File: config.mk
export PLATFORM = sky130hd
export DESIGN_NAME = input_check
export DESIGN_NICKNAME = d
export VERILOG_FILES = /design/src/rtl/input_check_pkg.sv /design/src/rtl/input_check_entry_timer.sv /design/src/rtl/input_check.sv
export SDC_FILE = /design/constraint.sdc
export NUM_CORES = 1
export LEC_CHECK = 0
export ABC_AREA = 1
export BUFFER_PORTS_ARGS = -buffer_cell sky130_fd_sc_hd__buf_4
export CORE_ASPECT_RATIO = 1.25
export CORE_MARGIN = 3
export CORE_UTILIZATION = 60
export CTS_CLUSTER_SIZE = 10
export DETAILED_ROUTE_END_ITERATION = 10
export HOLD_SLACK_MARGIN = 0.03
export PLACE_DENSITY_LB_ADDON = 0.15
export RECOVER_POWER = 100
export SYNTH_ARGS = -nofsm -noshare
export SYNTH_HDL_FRONTEND = slang
export SYNTH_SLANG_ARGS = --single-unit
File: constraint.sdc
create_clock -name clk -period 3.12 [get_ports clk]
set_input_delay 0.468 -clock clk [delete_from_list [all_inputs] [get_ports clk]]
set_output_delay 0.468 -clock clk [all_outputs]
set_load 0.01 [all_outputs]
File: src/rtl/input_check_pkg.sv
// Shared types and constants for the player key-entry checker.
package input_check_pkg;

    localparam int unsigned DIGIT_W    = 4;
    localparam int unsigned NUM_DIGITS = 5;
    localparam int unsigned SEQ_W      = 20;

    typedef enum logic [1:0] {
        IDLE,
        WAIT_KEY,
        PASS,
        FAIL
    } state_t;

    // Level 0 still means one digit; anything above the supported depth is capped.
    function automatic logic [2:0] clamp_level(input logic [2:0] lvl,
                                               input int unsigned max_digits);
        if (lvl == 3'd0)
            return 3'd1;
        if (32'(lvl) > max_digits)
            return 3'(max_digits);
        return lvl;
    endfunction

endpackage

File: src/rtl/input_check_entry_timer.sv
// Idle-cycle counter for key entry; saturates at TIMEOUT_CYCLES-1.
module entry_timer #(
    parameter int unsigned TIMEOUT_CYCLES = 500000000
) (
    input  logic clk,
    input  logic rst,
    input  logic clear,
    input  logic enable,
    output logic expired
);

    localparam int unsigned TW = ($clog2(TIMEOUT_CYCLES) < 1) ? 1 : $clog2(TIMEOUT_CYCLES);
    localparam logic [TW-1:0] LIMIT = TW'(TIMEOUT_CYCLES - 1);

    logic [TW-1:0] count;

    always_ff @(posedge clk or negedge rst) begin
        if (!rst)
            count <= '0;
        else if (clear)
            count <= '0;
        else if (enable && (count != LIMIT))
            count <= count + 1'b1;
    end

    // Flags the idle cycle whose increment reaches LIMIT, so the FSM fails on that same edge.
    assign expired = enable && !clear && (count >= (LIMIT - 1'b1));

endmodule

File: src/rtl/input_check.sv
// Checks player key entry against a snapshot of the displayed sequence.
module input_check
    import input_check_pkg::*;
#(
    parameter int unsigned TIMEOUT_CYCLES = 500000000,
    parameter int unsigned NUM_DIGITS     = 5
) (
    input  logic                clk,
    input  logic                rst,
    input  logic [SEQ_W-1:0]    seq,
    input  logic [2:0]          curLvl,
    input  logic                displayDone,
    input  logic                new_seq,
    input  logic                key_valid,
    input  logic [DIGIT_W-1:0]  key_digit,
    output logic                entering,
    output logic [2:0]          digitIdx,
    output logic                digitOk,
    output logic                lvlPass,
    output logic                lvlFail,
    output logic                timedOut
);

    localparam int unsigned SLOTS      = SEQ_W / DIGIT_W;
    localparam int unsigned MAX_DIGITS = (NUM_DIGITS < SLOTS) ? NUM_DIGITS : SLOTS;

    state_t               state;
    logic [SEQ_W-1:0]     snapshot;
    logic [2:0]           target;
    logic [DIGIT_W-1:0]   expected_digit;
    logic                 timer_clear;
    logic                 timer_en;
    logic                 expired;

    always_comb begin
        expected_digit = '0;
        for (int unsigned i = 0; i < SLOTS; i++) begin
            if (digitIdx == 3'(i))
                expected_digit = snapshot[i*DIGIT_W +: DIGIT_W];
        end
    end

    assign timer_clear = (state != WAIT_KEY) || key_valid;
    assign timer_en    = (state == WAIT_KEY) && !key_valid;

    entry_timer #(
        .TIMEOUT_CYCLES(TIMEOUT_CYCLES)
    ) u_timer (
        .clk     (clk),
        .rst     (rst),
        .clear   (timer_clear),
        .enable  (timer_en),
        .expired (expired)
    );

    always_ff @(posedge clk or negedge rst) begin
        if (!rst) begin
            state    <= IDLE;
            snapshot <= '0;
            target   <= '0;
            entering <= 1'b0;
            digitIdx <= '0;
            digitOk  <= 1'b0;
            lvlPass  <= 1'b0;
            lvlFail  <= 1'b0;
            timedOut <= 1'b0;
        end else begin
            digitOk  <= 1'b0;
            lvlPass  <= 1'b0;
            lvlFail  <= 1'b0;
            timedOut <= 1'b0;
            case (state)
                IDLE: begin
                    entering <= 1'b0;
                    if (displayDone) begin
                        snapshot <= seq;
                        target   <= clamp_level(curLvl, MAX_DIGITS);
                        digitIdx <= '0;
                        entering <= 1'b1;
                        state    <= WAIT_KEY;
                    end
                end
                WAIT_KEY: begin
                    // Abort wins over a key arriving on the same edge; a key wins over timeout.
                    if (new_seq) begin
                        entering <= 1'b0;
                        digitIdx <= '0;
                        state    <= IDLE;
                    end else if (key_valid) begin
                        if (key_digit != expected_digit) begin
                            lvlFail  <= 1'b1;
                            entering <= 1'b0;
                            digitIdx <= '0;
                            state    <= FAIL;
                        end else if (digitIdx == (target - 3'd1)) begin
                            lvlPass  <= 1'b1;
                            entering <= 1'b0;
                            digitIdx <= '0;
                            state    <= PASS;
                        end else begin
                            digitOk  <= 1'b1;
                            digitIdx <= digitIdx + 3'd1;
                        end
                    end else if (expired) begin
                        lvlFail  <= 1'b1;
                        timedOut <= 1'b1;
                        entering <= 1'b0;
                        digitIdx <= '0;
                        state    <= FAIL;
                    end
                end
                PASS, FAIL: begin
                    entering <= 1'b0;
                    state    <= IDLE;
                end
                default: begin
                    entering <= 1'b0;
                    digitIdx <= '0;
                    state    <= IDLE;
                end
            endcase
        end
    end

endmodule

==> flow_summary.html <==
<table>
<tr><th>Metric</th><th>Value</th></tr>
<tr><th colspan="2">Worst setup path</th></tr>
<tr><td>Required arrival time at the worst endpoint</td><td>3360 ps</td></tr>
<tr><td>Endpoint of the worst-slack reg-to-reg timing path</td><td>u_timer.count[25]$_DFFE_PN0P_</td></tr>
<tr><td>Register-to-register setup slack</td><td>560 ps</td></tr>
<tr><td>Number of cell instances on the worst register-to-register path</td><td>11</td></tr>
<tr><td>Crit path arrival time</td><td>2800 ps</td></tr>
<tr><td>CP Capture Point</td><td>u_timer.count[25]$_DFFE_PN0P_</td></tr>
<tr><td>Reg2reg start</td><td>u_timer.count[4]$_DFFE_PN0P_</td></tr>
<tr><td>Type of the worst setup path</td><td>flop to flop</td></tr>
<tr><td>Startpoint type of the worst setup path</td><td>flop</td></tr>
<tr><td>Crit-path max FO</td><td>7</td></tr>
<tr><td>Setup crit start</td><td>u_timer.count[4]$_DFFE_PN0P_</td></tr>
<tr><td>Kind of capture point of the worst setup path</td><td>flop</td></tr>
<tr><th colspan="2">Floorplan</th></tr>
<tr><td>Die area</td><td>0.00679 mm^2</td></tr>
<tr><td>Die Ht</td><td>91.4 um</td></tr>
<tr><td>Starting utilization of the core area</td><td>0.634</td></tr>
<tr><td>I/O pin count</td><td>40</td></tr>
<tr><td>Number of rows created at floorplan</td><td>30</td></tr>
<tr><td>Horizontal die dimension</td><td>74.3 um</td></tr>
<tr><td>Core Footprint</td><td>0.00552 mm^2</td></tr>
<tr><th colspan="2">STA</th></tr>
<tr><td>TNS Setup</td><td>0 ps</td></tr>
<tr><td>Period minus WS final</td><td>2560 ps</td></tr>
<tr><td>Setup-violating endpoint count in the final report</td><td>0</td></tr>
<tr><td>Clock skew</td><td>9.49 ps</td></tr>
<tr><td>Unrepaired setup endpoints after global routing</td><td>no</td></tr>
<tr><td>Slew margin rel.</td><td>-0.000291</td></tr>
<tr><td>Final critical-path share of the clock period</td><td>0.822</td></tr>
<tr><td>Final Hold Vio Count</td><td>0</td></tr>
<tr><td>Max-slew violation total from the final report</td><td>22</td></tr>
<tr><td>Final-layout worst hold slack</td><td>301 ps</td></tr>
<tr><td>Worst Max-Slew Pin Slew</td><td>1500 ps</td></tr>
<tr><td>Worst Slack Setup Final</td><td>556 ps</td></tr>
<tr><td>Peak clock frequency supported by timing</td><td>390 MHz</td></tr>
<tr><th colspan="2">Placed design</th></tr>
<tr><td>Global placer's final weighted congestion</td><td>0.867</td></tr>
<tr><td>Count of buffers inserted at the top-level ports</td><td>39</td></tr>
<tr><td>Setup slack after placement</td><td>905 ps</td></tr>
<tr><td>Post-detailed-placement half-perimeter wirelength</td><td>5.65 mm</td></tr>
<tr><th colspan="2">Global routing</th></tr>
<tr><td>Number of antenna violations at the first check in global routing</td><td>0</td></tr>
<tr><td>Total overflow reported by the global router</td><td>0</td></tr>
<tr><td>Number of global-route vias before repair</td><td>3153</td></tr>
<tr><td>Maximum number of pins on one net before global-route repair</td><td>63</td></tr>
<tr><td>First-pass GRT wire length</td><td>13.1 mm</td></tr>
<tr><td>Gr usage total</td><td>0.249</td></tr>
<tr><th colspan="2">Clock tree</th></tr>
<tr><td>Clock latency at the later pin of the worst-skew pair</td><td>340 ps</td></tr>
<tr><td>Clock Root Buffer</td><td>sky130_fd_sc_hd__clkbuf_8</td></tr>
<tr><td>Clock tree from TritonCTS</td><td>built</td></tr>
<tr><td>Number of levels in the clock H-tree</td><td>3</td></tr>
<tr><td>Number of hold buffers added after CTS</td><td>0</td></tr>
<tr><td>Register clock-pin slew on the reported worst setup and hold paths</td><td>70 ps</td></tr>
<tr><td>Number of buffers between clock root and the deepest sink</td><td>2</td></tr>
<tr><td>CTS buffer count</td><td>9</td></tr>
<tr><td>Resize count post-CTS</td><td>0</td></tr>
<tr><td>Sinks on the clock net</td><td>62</td></tr>
<tr><td>Post-CTS setup buffer count</td><td>0</td></tr>
<tr><th colspan="2">Worst hold path</th></tr>
<tr><td>Min-delay worst type</td><td>input pin to flop</td></tr>
<tr><th colspan="2">Synth</th></tr>
<tr><td>Number of standard cells after synthesis</td><td>470</td></tr>
<tr><td>Share of the yosys chip area belonging to registers</td><td>0.443</td></tr>
<tr><td>Largest area contributor in the synthesized netlist</td><td>sky130_fd_sc_hd__dfrtp_1</td></tr>
<tr><td>Number of synthesized register bits</td><td>62</td></tr>
<tr><td>Dominant cell by count in the synthesized netlist</td><td>sky130_fd_sc_hd__nand2_1</td></tr>
<tr><td>Main area contributors after synthesis</td><td>sky130_fd_sc_hd__dfrtp_1, sky130_fd_sc_hd__nand2_1, sky130_fd_sc_hd__inv_1, sky130_fd_sc_hd__nand3_1, sky130_fd_sc_hd__nor2_1</td></tr>
<tr><td>Average cell area after synthesis</td><td>7.44 um^2</td></tr>
<tr><td>Largest family of logic cells by synthesized area</td><td>simple AND/OR/NAND/NOR gates</td></tr>
<tr><td>Fraction of synthesized cell area in xor and xnor cells</td><td>0.0150</td></tr>
<tr><td>Most frequent cells after synthesis</td><td>sky130_fd_sc_hd__nand2_1, sky130_fd_sc_hd__inv_1, sky130_fd_sc_hd__dfrtp_1</td></tr>
<tr><td>Simple-gate share of the synthesized area</td><td>0.338</td></tr>
<tr><td>Proportion of netlist area held by the largest area contributor</td><td>0.443</td></tr>
<tr><td>Share of cell area taken by muxes after synthesis</td><td>0.00322</td></tr>
<tr><td>Distinct cell type count of the synthesized netlist</td><td>36</td></tr>
<tr><td>Net count after synthesis</td><td>510</td></tr>
<tr><td>Number of flops mapped to enable cells by yosys</td><td>0</td></tr>
<tr><td>Number of warnings reported in the yosys synthesis log</td><td>0</td></tr>
<tr><td>Top FF cell, synth</td><td>sky130_fd_sc_hd__dfrtp_1</td></tr>
<tr><td>Synthesized-area fraction occupied by adder cells</td><td>0.0286</td></tr>
<tr><td>Share of synthesized registers carrying an async set or reset</td><td>1.00</td></tr>
<tr><td>Synth Cell Area</td><td>0.00350 mm^2</td></tr>
<tr><td>Post-synthesis compound-gate area fraction</td><td>0.0933</td></tr>
<tr><th colspan="2">Detailed routing</th></tr>
<tr><td>Vias</td><td>3156</td></tr>
<tr><td>Post-route DRC violation count</td><td>0</td></tr>
<tr><td>Vias/cell</td><td>5.40</td></tr>
<tr><td>Number of iterations in the first detailed-routing pass</td><td>6</td></tr>
<tr><td>Post-detailed-routing wire length</td><td>7.84 mm</td></tr>
<tr><td>Detailed Route Iter0 Violations</td><td>194</td></tr>
<tr><td>Remaining antenna violation count after routing</td><td>0</td></tr>
<tr><td>Average wire per cell in the routed design</td><td>13.4 um</td></tr>
<tr><th colspan="2">Power</th></tr>
<tr><td>Leak Pwr</td><td>0.00206 uW</td></tr>
<tr><td>Total power density per cell area</td><td>602 mW/mm^2</td></tr>
<tr><td>Maximum vdd drop</td><td>0.288 mV</td></tr>
<tr><th colspan="2">Run</th></tr>
<tr><td>Number of maximum-capacitance constraint violations</td><td>0</td></tr>
<tr><th colspan="2">Cells and area</th></tr>
<tr><td>Fraction of layout cells with a size suffix above 1</td><td>0.108</td></tr>
<tr><td>Area added between synthesis and finish</td><td>12.7%</td></tr>
<tr><td>Total inserted antenna cells</td><td>0</td></tr>
<tr><td>Final net count</td><td>555</td></tr>
<tr><td>Final core area utilization</td><td>0.715</td></tr>
<tr><th colspan="2">Status</th></tr>
<tr><td>Failing checks</td><td>max-slew violations</td></tr>
<tr><td>Status</td><td>finished, violations left</td></tr>
</table>
critical path: stages, from the launching register on:
cell,delay (ps)
sky130_fd_sc_hd__dfrtp_1,380
sky130_fd_sc_hd__nand2_1,140
sky130_fd_sc_hd__nor2_1,460
sky130_fd_sc_hd__nand2_4,80
sky130_fd_sc_hd__nor3_1,340
sky130_fd_sc_hd__nand2_2,160
sky130_fd_sc_hd__nor3_4,160
sky130_fd_sc_hd__nand2_1,160
sky130_fd_sc_hd__nor3b_4,270
sky130_fd_sc_hd__nand2_1,90
sky130_fd_sc_hd__o21ai_0,170
sky130_fd_sc_hd__nor2_1,50
cells in the final DEF, fill, tap and decap left out, drive strengths merged, types with 16 or more instances in the layout:
master	synthesis	final
clkbuf	7	23
nand3	32	32
a21oi	18	18
o21ai	28	28
nor3	16	16
inv	65	65
nor2	38	38
nand2	152	152
dfrtp	62	62
buf	0	30
flip-flops by register name (all words and copies together), names as in the netlist:
signal         flops
u_timer.count     29
snapshot          20
digitIdx           3
target             3
state              2
digitOk            1
entering           1
lvlFail            1
lvlPass            1
timedOut           1
through the flow:
step | power (uW) | instance area (um^2) | std cells
after global placement | 1770 | 3860 | 568
after global routing | 2550 | 3940 | 584
after floorplan | 1560 | 3500 | 470
after detailed placement | 1790 | 3860 | 568
final | 2370 | 3940 | 584
after CTS | 2400 | 4030 | 584
where the power goes:
part / internal [uW] / switching (uW)
Clock: 306 / 307
Sequential: 973 / 103
Combinational: 243 / 441
final cells by class:
class | count | area [um^2]
fill | 450 | 1570
clock buffer | 12 | 145
sequential | 62 | 1550
tap | 64 | 80.1
timing repair buffer | 41 | 268
inverter | 66 | 248
clock inverter | 4 | 22.5
multi-input combinational | 335 | 1630
worst min path at each step:
stage,startpoint,end,slack [ps],cells past startpoint
after floorplan,rst,digitIdx[0]$_DFFE_PN0P_,170,0
final,new_seq,timedOut$_DFF_PN0_,300,2
after global routing,new_seq,timedOut$_DFF_PN0_,300,2
after detailed placement,snapshot[16]$_DFFE_PN0P_,snapshot[16]$_DFFE_PN0P_,460,2
after global placement,snapshot[18]$_DFFE_PN0P_,snapshot[18]$_DFFE_PN0P_,460,2
after CTS,rst,state[1]$_DFFE_PN0P_,230,1
cell families (layout without fill, tap and decap cells):
family / Yosys count / count (layout)
AO/OA/AOI/OAI: 59 / 59
XOR/XNOR: 6 / 6
adder cells (fa/ha/maj): 8 / 8
buffers and inverters: 73 / 123
flip-flops: 62 / 62
multiplexers: 1 / 1
AND/OR/NAND/NOR: 261 / 261
layer usage:
layer,vias up,GRT usage,wire length (um)
li1,1599,-,-
met1,1489,0.259,3130
met2,54,0.460,4260
met3,14,0.0465,254
met4,0,0.117,200
met5,-,0,0
Power figures use the tool's default switching activity.
